## src/rtl/glitch_pkg.sv

```systemverilog
// -----------------------------------------------------------------------------
// glitch_pkg
// Shared definitions for the glitch sweep controller: the FSM state encoding,
// the default settle / timeout cycle counts and a small step helper.
// -----------------------------------------------------------------------------
package glitch_pkg;

    typedef enum logic [2:0] {
        ST_IDLE      = 3'd0,
        ST_ARM       = 3'd1,
        ST_WAIT_DONE = 3'd2,
        ST_SETTLE    = 3'd3,
        ST_SAMPLE    = 3'd4,
        ST_ADVANCE   = 3'd5,
        ST_FINISH    = 3'd6
    } state_t;

    localparam logic [31:0] SETTLE_CYCLES_DEFAULT  = 32'd1000;
    localparam logic [31:0] TIMEOUT_CYCLES_DEFAULT = 32'd12_000_000;

    // A zero step would stall the sweep forever, so it behaves as a step of 1.
    function automatic logic [31:0] nonzero_step(input logic [31:0] step);
        return (step == 32'd0) ? 32'd1 : step;
    endfunction

endpackage

```

## src/rtl/sweep_counter.sv

```systemverilog
// -----------------------------------------------------------------------------
// sweep_counter
// Combinational step-and-compare unit for one sweep axis (delay or width).
// Adds the (nonzero) step to the current value and reports whether the result
// has left the range, either by exceeding the maximum or by carrying out of
// 32 bits. The caller decides whether to wrap back to the minimum or stop.
//
// Ports:
//   i_value  current axis value
//   i_step   step size (0 behaves as 1)
//   i_max    inclusive upper bound of the axis
//   o_next   i_value + step, truncated to 32 bits
//   o_past   next value is outside the range (above i_max or wrapped)
// -----------------------------------------------------------------------------
module sweep_counter
    import glitch_pkg::*;
(
    input  logic [31:0] i_value,
    input  logic [31:0] i_step,
    input  logic [31:0] i_max,
    output logic [31:0] o_next,
    output logic        o_past
);

    logic [32:0] w_sum;

    assign w_sum  = {1'b0, i_value} + {1'b0, nonzero_step(i_step)};
    assign o_next = w_sum[31:0];
    // The carry bit catches ranges ending near 32'hFFFFFFFF that would
    // otherwise wrap back into low values and look "in range" again.
    assign o_past = w_sum[32] | (w_sum[31:0] > i_max);

endmodule

```

## src/rtl/glitch_sweep.sv

```systemverilog
// -----------------------------------------------------------------------------
// glitch_sweep
// Sweeps a fault-injection campaign over a 2-D grid of (delay, width) points.
// Delay is the inner loop, width the outer loop; each point is attempted a
// configurable number of times. Every attempt issues one arm pulse, waits for
// a rising edge of glitch_done (or a timeout), lets the target settle, then
// reports the target response through a one-cycle result pulse.
//
// Ports:
//   clk, reset                   clock, synchronous active-high reset
//   start, abort                 one-cycle control pulses
//   delay_min/max/step           inner-loop range, latched on start
//   width_min/max/step           outer-loop range, latched on start
//   attempts                     glitches per point (0 behaves as 1)
//   glitch_done                  done level from the pulse stage
//   success_in                   target response, sampled once per attempt
//   delay_length, pulse_length   current point driven downstream
//   arm                          one-cycle glitch command
//   busy                         sweep in progress
//   sweep_done                   one-cycle end-of-sweep pulse
//   result_valid                 one-cycle pulse per finished attempt
//   result_success/timeout       attempt outcome, qualified by result_valid
// -----------------------------------------------------------------------------
module glitch_sweep
    import glitch_pkg::*;
#(
    parameter logic [31:0] SETTLE_CYCLES  = SETTLE_CYCLES_DEFAULT,
    parameter logic [31:0] TIMEOUT_CYCLES = TIMEOUT_CYCLES_DEFAULT
) (
    input  logic        clk,
    input  logic        reset,
    input  logic        start,
    input  logic        abort,
    input  logic [31:0] delay_min,
    input  logic [31:0] delay_max,
    input  logic [31:0] delay_step,
    input  logic [31:0] width_min,
    input  logic [31:0] width_max,
    input  logic [31:0] width_step,
    input  logic [7:0]  attempts,
    input  logic        glitch_done,
    input  logic        success_in,
    output logic [31:0] delay_length,
    output logic [31:0] pulse_length,
    output logic        arm,
    output logic        busy,
    output logic        sweep_done,
    output logic        result_valid,
    output logic        result_success,
    output logic        result_timeout
);

    state_t      r_state;
    state_t      w_state_next;

    logic [31:0] r_delay;
    logic [31:0] r_width;
    logic [31:0] r_dmin;
    logic [31:0] r_dmax;
    logic [31:0] r_dstep;
    logic [31:0] r_wmax;
    logic [31:0] r_wstep;
    logic [7:0]  r_attempts;
    logic [7:0]  r_att_cnt;
    logic [31:0] r_cnt;        // timeout counter in WAIT_DONE, settle counter in SETTLE
    logic        r_timeout;
    logic        r_done_prev;

    logic [32:0] w_cnt_inc;
    logic [8:0]  w_att_inc;
    logic [7:0]  w_att_eff;
    logic        w_point_done;
    logic        w_done_rise;
    logic        w_range_empty;
    logic        w_start_ok;
    logic [31:0] w_delay_next;
    logic        w_delay_past;
    logic [31:0] w_width_next;
    logic        w_width_past;

    sweep_counter u_delay_cnt (
        .i_value (r_delay),
        .i_step  (r_dstep),
        .i_max   (r_dmax),
        .o_next  (w_delay_next),
        .o_past  (w_delay_past)
    );

    sweep_counter u_width_cnt (
        .i_value (r_width),
        .i_step  (r_wstep),
        .i_max   (r_wmax),
        .o_next  (w_width_next),
        .o_past  (w_width_past)
    );

    assign w_cnt_inc     = {1'b0, r_cnt} + 33'd1;
    assign w_att_eff     = (r_attempts == 8'd0) ? 8'd1 : r_attempts;
    assign w_att_inc     = {1'b0, r_att_cnt} + 9'd1;
    assign w_point_done  = (w_att_inc >= {1'b0, w_att_eff});
    // r_done_prev holds the level seen in the previous cycle (including the
    // ARM cycle), so a level already high on entry never looks like an edge.
    assign w_done_rise   = glitch_done & ~r_done_prev;
    assign w_range_empty = (delay_min > delay_max) | (width_min > width_max);
    // A start coinciding with abort is dropped.
    assign w_start_ok    = start & ~abort;

    always_comb begin
        w_state_next = r_state;
        case (r_state)
            ST_IDLE: begin
                if (w_start_ok) begin
                    w_state_next = w_range_empty ? ST_FINISH : ST_ARM;
                end
            end
            ST_ARM: begin
                w_state_next = ST_WAIT_DONE;
            end
            ST_WAIT_DONE: begin
                if (w_done_rise) begin
                    w_state_next = ST_SETTLE;
                end else if (w_cnt_inc >= {1'b0, TIMEOUT_CYCLES}) begin
                    w_state_next = ST_SAMPLE;
                end
            end
            ST_SETTLE: begin
                if (w_cnt_inc >= {1'b0, SETTLE_CYCLES}) begin
                    w_state_next = ST_SAMPLE;
                end
            end
            ST_SAMPLE: begin
                w_state_next = ST_ADVANCE;
            end
            ST_ADVANCE: begin
                if (w_point_done && w_delay_past && w_width_past) begin
                    w_state_next = ST_FINISH;
                end else begin
                    w_state_next = ST_ARM;
                end
            end
            ST_FINISH: begin
                w_state_next = ST_IDLE;
            end
            default: begin
                w_state_next = ST_IDLE;
            end
        endcase
        // Abort overrides every other transition of a running sweep.
        if (abort && (r_state != ST_IDLE) && (r_state != ST_FINISH)) begin
            w_state_next = ST_FINISH;
        end
    end

    always_ff @(posedge clk) begin
        if (reset) begin
            r_state     <= ST_IDLE;
            r_delay     <= 32'd0;
            r_width     <= 32'd0;
            r_dmin      <= 32'd0;
            r_dmax      <= 32'd0;
            r_dstep     <= 32'd0;
            r_wmax      <= 32'd0;
            r_wstep     <= 32'd0;
            r_attempts  <= 8'd0;
            r_att_cnt   <= 8'd0;
            r_cnt       <= 32'd0;
            r_timeout   <= 1'b0;
            r_done_prev <= 1'b0;
        end else begin
            r_state     <= w_state_next;
            r_done_prev <= glitch_done;
            case (r_state)
                ST_IDLE: begin
                    if (w_start_ok) begin
                        r_dmin     <= delay_min;
                        r_dmax     <= delay_max;
                        r_dstep    <= delay_step;
                        r_wmax     <= width_max;
                        r_wstep    <= width_step;
                        r_attempts <= attempts;
                        r_delay    <= delay_min;
                        r_width    <= width_min;
                        r_att_cnt  <= 8'd0;
                    end
                end
                ST_ARM: begin
                    r_cnt     <= 32'd0;
                    r_timeout <= 1'b0;
                end
                ST_WAIT_DONE: begin
                    if (w_done_rise) begin
                        r_cnt <= 32'd0;
                    end else begin
                        r_cnt <= w_cnt_inc[31:0];
                        if (w_cnt_inc >= {1'b0, TIMEOUT_CYCLES}) begin
                            r_timeout <= 1'b1;
                        end
                    end
                end
                ST_SETTLE: begin
                    r_cnt <= w_cnt_inc[31:0];
                end
                ST_ADVANCE: begin
                    // Only move to the next point when another attempt follows;
                    // at sweep end (or abort) the last point stays on the outputs.
                    if (w_state_next == ST_ARM) begin
                        if (!w_point_done) begin
                            r_att_cnt <= w_att_inc[7:0];
                        end else begin
                            r_att_cnt <= 8'd0;
                            if (!w_delay_past) begin
                                r_delay <= w_delay_next;
                            end else begin
                                r_delay <= r_dmin;
                                r_width <= w_width_next;
                            end
                        end
                    end
                end
                default: begin
                end
            endcase
        end
    end

    assign delay_length   = r_delay;
    assign pulse_length   = r_width;
    assign arm            = (r_state == ST_ARM);
    assign busy           = (r_state != ST_IDLE) && (r_state != ST_FINISH);
    assign sweep_done     = (r_state == ST_FINISH);
    assign result_valid   = (r_state == ST_SAMPLE);
    assign result_success = result_valid & success_in & ~r_timeout;
    assign result_timeout = result_valid & r_timeout;

endmodule

```

## config.mk

```make
export PLATFORM = sky130hd
export DESIGN_NAME = glitch_sweep
export DESIGN_NICKNAME = d
export VERILOG_FILES = /design/src/rtl/glitch_pkg.sv /design/src/rtl/sweep_counter.sv /design/src/rtl/glitch_sweep.sv
export SDC_FILE = /design/constraint.sdc
export NUM_CORES = 1
export LEC_CHECK = 0
export ABC_AREA = 1
export CORE_AREA = 2 2 195 293
export CTS_CLUSTER_DIAMETER = 200
export DETAILED_ROUTE_END_ITERATION = 6
export DIE_AREA = 0 0 197 295
export HOLD_SLACK_MARGIN = 0.15
export SYNTH_ARGS = -nofsm -noshare
export SYNTH_HDL_FRONTEND = slang
export SYNTH_SLANG_ARGS = --single-unit
```

## constraint.sdc

```tcl
create_clock -name clk -period 14.5 [get_ports clk]
set_input_delay 3.625 -clock clk [delete_from_list [all_inputs] [get_ports clk]]
set_output_delay 3.625 -clock clk [all_outputs]
set_load 0.1 [all_outputs]
```

# Word level (Yosys, flattened, before mapping)

Cells that the tools add are included.

Flip-flop bits (word level): 277
Output and inout bits: 70
Word-level logic and storage cells: 97

$add $sub $neg: 4
Magnitude comparators: 7
Eq/ne operators: 14
Multiplexer cells: 30
Bitwise operators: 11
Reduce and logical (&&, ||, !) cells: 18

Operators with widths:

| cell                                                                     | number |
|---|---|
| 32-bit two-way mux                                                       | 11 |
| 32-bit greater-than comparator                                           | 4 |
| 32-bit case mux with 2 select lines                                      | 2 |
| 32-bit case mux with 3 select lines                                      | 1 |
| 32-bit by 32-bit adder with 33-bit output                                | 2 |
| 32-bit logical NOT                                                       | 2 |
| 32-bit by 1-bit adder with 33-bit output (second input constant)         | 1 |
| 33-bit by 10-bit >= comparator with 1-bit output (second input constant) | 1 |
| 33-bit by 24-bit >= comparator with 1-bit output (second input constant) | 1 |
| 8-bit two-way mux                                                        | 4 |
| 3-bit two-way mux                                                        | 7 |
| 3-bit case mux with 6 select lines                                       | 1 |
| 8-bit case mux with 2 select lines                                       | 1 |
| 2-bit inequality test (second input constant)                            | 6 |
| 8-bit by 1-bit adder with 9-bit output (second input constant)           | 1 |
| 3-bit == test (second input constant)                                    | 3 |
| 9-bit by 8-bit >= comparator with 1-bit output                           | 1 |
| 8-bit logical NOT                                                        | 1 |
| 3-bit by 1-bit == test with 1-bit output (second input constant)         | 2 |
| 3-bit by 2-bit == test with 1-bit output (second input constant)         | 2 |
| 3-bit AND reduction                                                      | 2 |
| 3-bit nonzero test                                                       | 2 |
| 1-bit bitwise AND                                                        | 5 |
| 1-bit logical AND                                                        | 5 |
| other kinds (10)                                                         | 16 |

# Depth between registers and ports, before layout

Gate-level depths: netlist of run 1.

Depth after elaboration: 13
Mapped depth: 41
Gate-level depth less buffers: 40

# Modules after synthesis

From an unflattened synthesis of run 1, not the netlist that was laid out.

Cell total of the unflattened synthesis: 3464
Area, all modules: 20980.1 um^2

Modules (own cells, without submodules):

| module                       | instances | cells each | area each (um^2) |
|---|---|---|---|
| glitch_sweep                 | 1         | 2238       | 14533.9 |
| sweep_counter at u_width_cnt | 1         | 613        | 3234.4 |
| sweep_counter at u_delay_cnt | 1         | 613        | 3211.8 |

# Least setup slack after synthesis of run 1

Ideal clock, no wire load.

Path kind: input to output
Start: input port success_in
End: output port result_success
Arrival: 4.926 ns
Data required time: 10.875 ns
Path slack: 5.949 ns
Cell stages on the path: 2
Path through: nand2_1 nor2_1

Cells in the longest elaborated chain, start to end: 2

RTL lines:

| element                        | line                | text |
|---|---|---|
| start, declared                | glitch_sweep.sv:42  | `input logic success_in,` |
| 1-bit bitwise AND (2 in a row) | glitch_sweep.sv:232 | `assign result_success = result_valid & success_in & ~r_timeout;` |
| end, declared                  | glitch_sweep.sv:49  | `output logic result_success,` |

Every way passes these cells.

# Worst setup path after layout of run 1

Ends and elaborated chain as after synthesis.

==> results of run 1 <==
## cells by family after synthesis
family	count (synthesis)
xor+xnor	62
fa+ha+maj	205
compound gates	660
buf+inv	495
flops	277
simple gates	1244
## power groups by stage
stage / combinational (mW) / sequential (mW) / clock, mW
detailed placement: 1.82 / 1.05 / 0
finish: 1.81 / 1.04 / 0.794
global placement: 1.81 / 1.06 / 0
CTS: 1.83 / 1.04 / 0.815
floorplan: 1.06 / 1.30 / 0
global route: 2.03 / 1.06 / 0.839
## state kept, by name, indices dropped and copies added (netlist names), 32 cells and up
register      flops
delay_length     32
pulse_length     32
r_cnt            32
r_dmax           32
r_dmin           32
r_dstep          32
r_wmax           32
r_wstep          32
## per-layer routing
metal / vias to the layer above / track usage / wire length (um)
li1: 9911 / - / -
met1: 8806 / 0.248 / 26200
met2: 402 / 0.425 / 33900
met3: 107 / 0.0183 / 2280
met4: 0 / 0.0840 / 2420
met5: - / 0 / 0
## cells in the mapped netlist (6+ instances only)
master	number	area share
nand2_1	591	0.11
nor2_1	429	0.083
inv_1	317	0.061
a21oi_1	307	0.079
dfxtp_1	277	0.29
o21ai_0	253	0.065
ha_1	203	0.13
clkbuf_1	152	0.029
nand3_1	99	0.026
xor2_1	46	0.021
nand4_1	29	0.0094
nor4_1	25	0.0081
a22o_1	20	0.0091
nor3_1	19	0.0049
nand2_2	16	0.0052
xnor2_1	16	0.0072
o211ai_1	14	0.0054
o21bai_1	13	0.0050
o21ai_1	9	0.0023
a31oi_1	8	0.0026
inv_2	8	0.0016
buf_6	7	0.0041
nand3b_1	7	0.0027
nor2_2	6	0.0019
nor2_4	6	0.0035
o21a_1	6	0.0023
## layout by cell type, fill, tap and decap left out, drive strengths merged, types with 4 or more instances in the layout
cell type	instances
o31ai	4
nand3	104
a21boi	4
ha	203
xor2	46
clkbuf	42
nor2	443
clkdlybuf4s50	274
nand4	29
o21bai	13
nand3b	7
dfxtp	277
o21a	6
nor3	19
inv	324
xnor2	16
nor4	25
a21o	5
a31oi	8
nand2	611
a221oi	5
clkinv	11
buf	11
o21ai	262
a211oi	4
o211ai	14
a22o	20
a21oi	310
## layout make-up
class	instances	area, sq um
timing repair buffer	285	2840
sequential	277	5550
inverter	329	1240
fill	5873	32100
antenna	1	2.50
clock buffer	42	857
multi-input combinational	2171	11900
clock inverter	9	120
tap	702	878
## metrics by stage
stage | hold WS [ns] | instance area [sq um] | util
3_5_place_dp | 0.481 | 22400 | 0.404
2_1_floorplan | 0.447 | 19300 | -
5_1_grt | 0.521 | 23400 | 0.422
3_3_place_gp | 0.466 | 22400 | 0.404
4_1_cts | 0.489 | 23400 | 0.422
6_report | 0.481 | 23400 | 0.422
## worst min-delay path by stage
| stage | start | to | slack, ns | cells past startpoint |
|---|---|---|---|---|
| floorplan | r_attempts[3] | r_attempts[3] | 0.45 | 2 |
| global placement | r_attempts[3] | r_attempts[3] | 0.47 | 2 |
| detailed placement | r_attempts[3] | r_attempts[3] | 0.48 | 2 |
| CTS | r_attempts[3] | r_attempts[3] | 0.49 | 2 |
| global route | r_attempts[3] | r_attempts[3] | 0.52 | 2 |
| finish | r_attempts[3] | r_attempts[3] | 0.48 | 2 |
## worst reg2reg max path: cells and delay by family (launching register included)
kind,cells,cell delay [ns]
flip-flops,1,0.34
AO/OA/AOI/OAI,4,1.22
adder cells (fa/ha/maj),3,0.89
buffers and inverters,2,0.12
AND/OR/NAND/NOR,25,4.81
==> metrics.md, run 1 <==
| Metric | Value |
|---|---|
| Kind of critical path | in2out |
| Nets | about 3500 |
| # rows | between 100 and 150 |
| Initial Util | 0.349 |
| Clock skew | between 0.015 and 0.02 ns |
| Crit path DAT | 5.36 ns |
| Initial antenna violation count | 1 |
| Post-Synth XOR/XNOR Area | 0.0281 |
| CP Data Required Time | 10.88 ns |
| Crit-path slowest cell | clkdlybuf4s50_1 |
| Routed Antenna Nets | 0 |
| Synth Area in Simple Gates | 0.268 |
| Fin crit share | 0.620 |
| VDD IR max | roughly 0.098 mV |
| RSZ-0062 raised after global routing | no |
| GRT Util Overall | 0.220 |
| Synthesized cell area | 19300 sq um |
| Maximum single-stage delay on the critical path | around 1.1 ns |
| Status | completed |
| Sequential-to-total area share from yosys stat | 0.287 |
| Via count | roughly 19000 |
| Clock power frac | 0.218 |
| Vias in the first global route | around 19000 |
| Crit path time final | roughly 9.0 ns |
| Core ar. | roughly 55000 sq um |
| Setup bufs post-CTS | 0 |
| Final setup viols | 0 |
| CP cell instances | clkdlybuf4s50_1, nand2_1, nor2_1, clkdlybuf4s50_1 |
| FF-to-FF Start | r_dstep[16] |
| Critical path launch point type | input port |
| DR vias/cell | 5.04 |
| Most common cell on crit path | clkdlybuf4s50_1 |
| Top FF cell, synth | dfxtp_1 |
| Buf+Inv Stages, Crit Path | 2 |
| Die area | 58100 sq um |
| Logic pwr share | 0.497 |
| Die Y | between 200 and 300 um |
| Main combinational cell family by area after synthesis | simple AND/OR/NAND/NOR gates |
| Worst r2r dst | delay_length[25] |
| Post-synth EDFFs | 0 |
| Placed Cells | 3764 |
| Critical Path End Type | primary output |
| Inserted Clock Buffers | 31 |
| Setup TNS | 0 ns |
| Pwr Total | about 3.6 mW |
| Clk buf depth | 3 |
| Number of H-tree levels | 1 |
| Leakage | between 10 and 15 nW |
| Worst slack, placed | between 5 and 6 ns |
| First-pass GRT wire length | a little over 100 mm |
| Critical path depth in cells | 4 |
| Final HPWL DP | a little under 50 mm |
| Gr ovfl total | 0 |
| Clk_lat worst skew | 0.59 ns |
| CTS tree | done |
| Routed length per placed instance | 17.0 um |
| Gpl congestion | about 0.9 |
| Io pins | approximately 280 |
| Post-Layout Cell Count | roughly 3800 |
| Worst slew pin tran | 1.12 ns |
| Area Overhead vs Synth | 20.8% |
| Adder-cell share of the synthesized area | 0.133 |
| Final WS setup | about 5.5 ns |
| Critical Path Fanout Max | 1 |
| Post-Synthesis Cells | 2943 |
| Reg2Reg Setup Slack | approximately 7.0 ns |
| Psw | ~1.7 mW |
| Syn nets | ~3400 |
| Worst R2R Path Depth | 34 |
| Final slew viol count | 0 |
| Cell internal pwr | just under 2 mW |
| Synth cell types | between 40 and 50 |
| Synth Area in Compound Gates | 0.185 |
| Slew HR | 0.249 |
| Detailed Route WL | ~65 mm |
| Share of layout cells above drive strength 1 | 0.0363 |
| Post-CTS sizing | 0 |
| Mux share of post-synthesis cell area | 0 |
| HP Class | reg2reg |
| Max Clk Rate | roughly 0.11 GHz |
| YS warnings | 0 |
| CP Launch Point | success_in |
| Syn_area_per_cell | around 6.6 sq um |
| Max Cap Violations | 0 |
| Die Width | between 150 and 200 um |
| Worst setup endpoint | result_success |
| Async SR Flop Fraction | 0 |
| Initial drt markers | approximately 800 |
| CTS clk-pin slew, worst paths | around 0.06 ns |
| 1st-pass router iterations | 5 |
| Hold buffers post-CTS | 0 |
| # clock sinks | about 280 |
| Sequential Power Share | 0.285 |
| FF+latch count, synth | ~280 |
| Power per Cell Area | 156 nW/um^2 |
| Hold Vio Cnt, Final | 0 |
| Largest net degree at the start of global routing | about 170 |
| Cell family with most CP delay | buffers and inverters |
| Buffers on Ports | 275 |
| DRC | 0 |
| Sw frac | 0.468 |
| Root buffer cell | clkbuf_16 |
No activity file was read; power rests on OpenSTA's default activity.
==> inputs of run 2 (changes only) <==
==> constraint.sdc (replaced) <==
create_clock -name clk -period 8.3 [get_ports clk]
set_input_delay 2.075 -clock clk [delete_from_list [all_inputs] [get_ports clk]]
set_output_delay 2.075 -clock clk [all_outputs]
set_load 0.1 [all_outputs]
==> run 2 against run 1 <==
Against the previous run: utilization is 0.12 points higher; clock power grew 80%; sequential cell count did not move; via count hardly changed; total power grew 76%; first-iteration DRC count is 14% higher; worst hold slack better by 0.0043 ns; critical path type is now reg2reg; critical endpoint is now delay_length[23]; largest power group unchanged.
==> metrics.md, run 2 (synthesized netlist as in run 1, its figures left out) <==
| Metric | Value |
|---|---|
| Routed length per placed instance | 17.5 um (+2.8%) |
| CTS clk-pin slew, worst paths | 0.07 ns (about the same) |
| Critical path launch point type | register |
| Cell family with most CP delay | simple AND/OR/NAND/NOR gates |
| Hold Vio Cnt, Final | 0 (unchanged) |
| Worst R2R Path Depth | 35 (+2.9%) |
| Crit path DAT | 8.14 ns (+2.78 ns) |
| Worst setup endpoint | delay_length[23] |
| Detailed Route WL | 66.8 mm (+3.0%) |
| 1st-pass router iterations | 5 (unchanged) |
| Leakage | 10.8 nW (+0.37%) |
| Setup bufs post-CTS | 0 (unchanged) |
| Die Y | 295 um (unchanged) |
| Initial Util | 0.349 (unchanged) |
| Critical path depth in cells | 35 (+31) |
| Crit-path slowest cell | nand2_4 |
| Share of layout cells above drive strength 1 | 0.0394 (+0.00314) |
| Root buffer cell | clkbuf_16 |
| Buffers on Ports | 275 (unchanged) |
| Buf+Inv Stages, Crit Path | 2 (unchanged) |
| Clk buf depth | 3 (unchanged) |
| Crit path time final | between 7 and 8 ns |
| Worst slew pin tran | 1.26 ns (+0.135 ns) |
| Most common cell on crit path | nand2_1 |
| Final HPWL DP | 51.0 mm (+4.4%) |
| Critical Path End Type | register |
| Hold buffers post-CTS | 0 (unchanged) |
| HP Class | reg2reg |
| Final slew viol count | 0 (unchanged) |
| Slew HR | 0.148 (-0.101) |
| DRC | 0 (unchanged) |
| Inserted Clock Buffers | 30 (-3.2%) |
| First-pass GRT wire length | 103 mm (+1.1%) |
| Clock skew | 0.0108 ns (-0.00513 ns) |
| CTS tree | done |
| # rows | 106 (unchanged) |
| DR vias/cell | 5.02 (-0.27%) |
| Sequential Power Share | 0.285 (about the same) |
| Nets | 3509 (+0.086%) |
| Via count | 19200 (-0.057%) |
| Initial antenna violation count | 3 (+2) |
| Post-DP Area | 22400 sq um (about the same) |
| Reg2Reg Setup Slack | 0.68 ns (-6.35 ns) |
| Vias in the first global route | 19100 (+0.68%) |
| Die area | 58100 sq um (unchanged) |
| Most frequent cells in the layout | nand2_1, nor2_1, inv_1, a21oi_1, dfxtp_1 |
| Gr ovfl total | 0 (unchanged) |
| Psw | 3.00 mW (+76%) |
| FF-to-FF Start | r_dstep[16] |
| Die Width | 197 um (unchanged) |
| Worst r2r dst | delay_length[23] |
| GRT Util Overall | 0.225 (+0.00493) |
| VDD IR max | 0.162 mV (+66%) |
| Io pins | 276 (unchanged) |
| Power per Cell Area | 274 nW/um^2 (+75%) |
| Core Util, Final | 0.423 (+0.00124) |
| Number of H-tree levels | 1 (unchanged) |
| Max Clk Rate | 0.131 GHz |
| Status | completed |
| Core ar. | 55400 sq um (unchanged) |
| Area Overhead vs Synth | 21.2% |
| RSZ-0062 raised after global routing | no |
| Setup TNS | 0 ns (unchanged) |
| Initial drt markers | 911 (+14%) |
| Maximum single-stage delay on the critical path | 0.52 ns (-0.61 ns) |
| Design Area, Final | 23500 sq um (+0.29%) |
| Final setup viols | 0 (unchanged) |
| Largest net degree at the start of global routing | 153 (-7.8%) |
| Gpl congestion | 0.891 (-0.46%) |
| CP Launch Point | r_dstep[16] |
| Commonest non-fill, non-tap cell in the layout | nand2_1 |
| Sw frac | 0.468 (-0.000596) |
| Clk_lat worst skew | 0.58 ns (about the same) |
| Routed Antenna Nets | 0 (unchanged) |
| Logic pwr share | 0.493 (-0.004) |
| Post-CTS sizing | 0 (unchanged) |
| Cell internal pwr | 3.42 mW (+76%) |
| Fin crit share | 0.919 |
| # clock sinks | 277 (unchanged) |
| Kind of critical path | reg2reg |
| Critical Path Fanout Max | 57 (+56) |
| CP Data Required Time | 8.82 ns (-2.06 ns) |
| Max Cap Violations | 0 (unchanged) |
| Clock power frac | 0.222 (+0.004) |
-- run 2: worst min-delay path by stage --
stage / startpoint / depth (start not counted) / slack, ns / endpoint
5_1_grt: r_cnt[31] / 2 / 0.52 / r_cnt[31]
3_3_place_gp: r_attempts[3] / 2 / 0.47 / r_attempts[3]
4_1_cts: r_attempts[2] / 2 / 0.49 / r_attempts[2]
2_1_floorplan: r_attempts[3] / 2 / 0.45 / r_attempts[3]
3_5_place_dp: r_attempts[2] / 2 / 0.48 / r_attempts[2]
6_report: r_attempts[2] / 2 / 0.49 / r_attempts[2]
-- run 2: power by group through the flow --
stage | combinational [mW] | clock, mW | sequential [mW]
floorplan | 1.85 | 0 | 2.27
global route | 3.53 | 1.51 | 1.85
global placement | 3.18 | 0 | 1.85
detailed placement | 3.18 | 0 | 1.85
finish | 3.17 | 1.43 | 1.83
CTS | 3.20 | 1.46 | 1.83
-- run 2: routing by layer --
layer  track usage  routed length (um)
met1         0.240               26300
met2         0.438               34700
met4         0.106                3150
met3        0.0229                2570
met5             0                   0
-- run 2: worst min-delay path, delay by kind of cell (launching register included) --
family | cells | cell delay (ns)
buffers and inverters | 1 | 0.07
DFF | 1 | 0.31
AOI/OAI and AO/OA | 1 | 0.06
-- run 2: layout make-up --
class	count	area, sq um
clock buffer	41	883
multi-input combinational	2171	11900
sequential	277	5550
fill	5847	32000
clock inverter	12	140
antenna	3	7.51
inverter	329	1240
tap	702	878
timing repair buffer	289	2850
-- run 2: through the flow --
| stage | setup slack (ns) | hold WS [ns] | cells | total power [mW] |
|---|---|---|---|---|
| 6_report | 0.675 | 0.486 | 3824 | 6.42 |
| 5_1_grt | 0.0704 | 0.516 | 3823 | 6.90 |
| 4_1_cts | 0.536 | 0.491 | 3821 | 6.49 |
| 3_5_place_dp | 0.601 | 0.481 | 3768 | 5.03 |
| 3_3_place_gp | 0.641 | 0.471 | 3768 | 5.03 |
| 2_1_floorplan | 2.85 | 0.447 | 2943 | 4.12 |
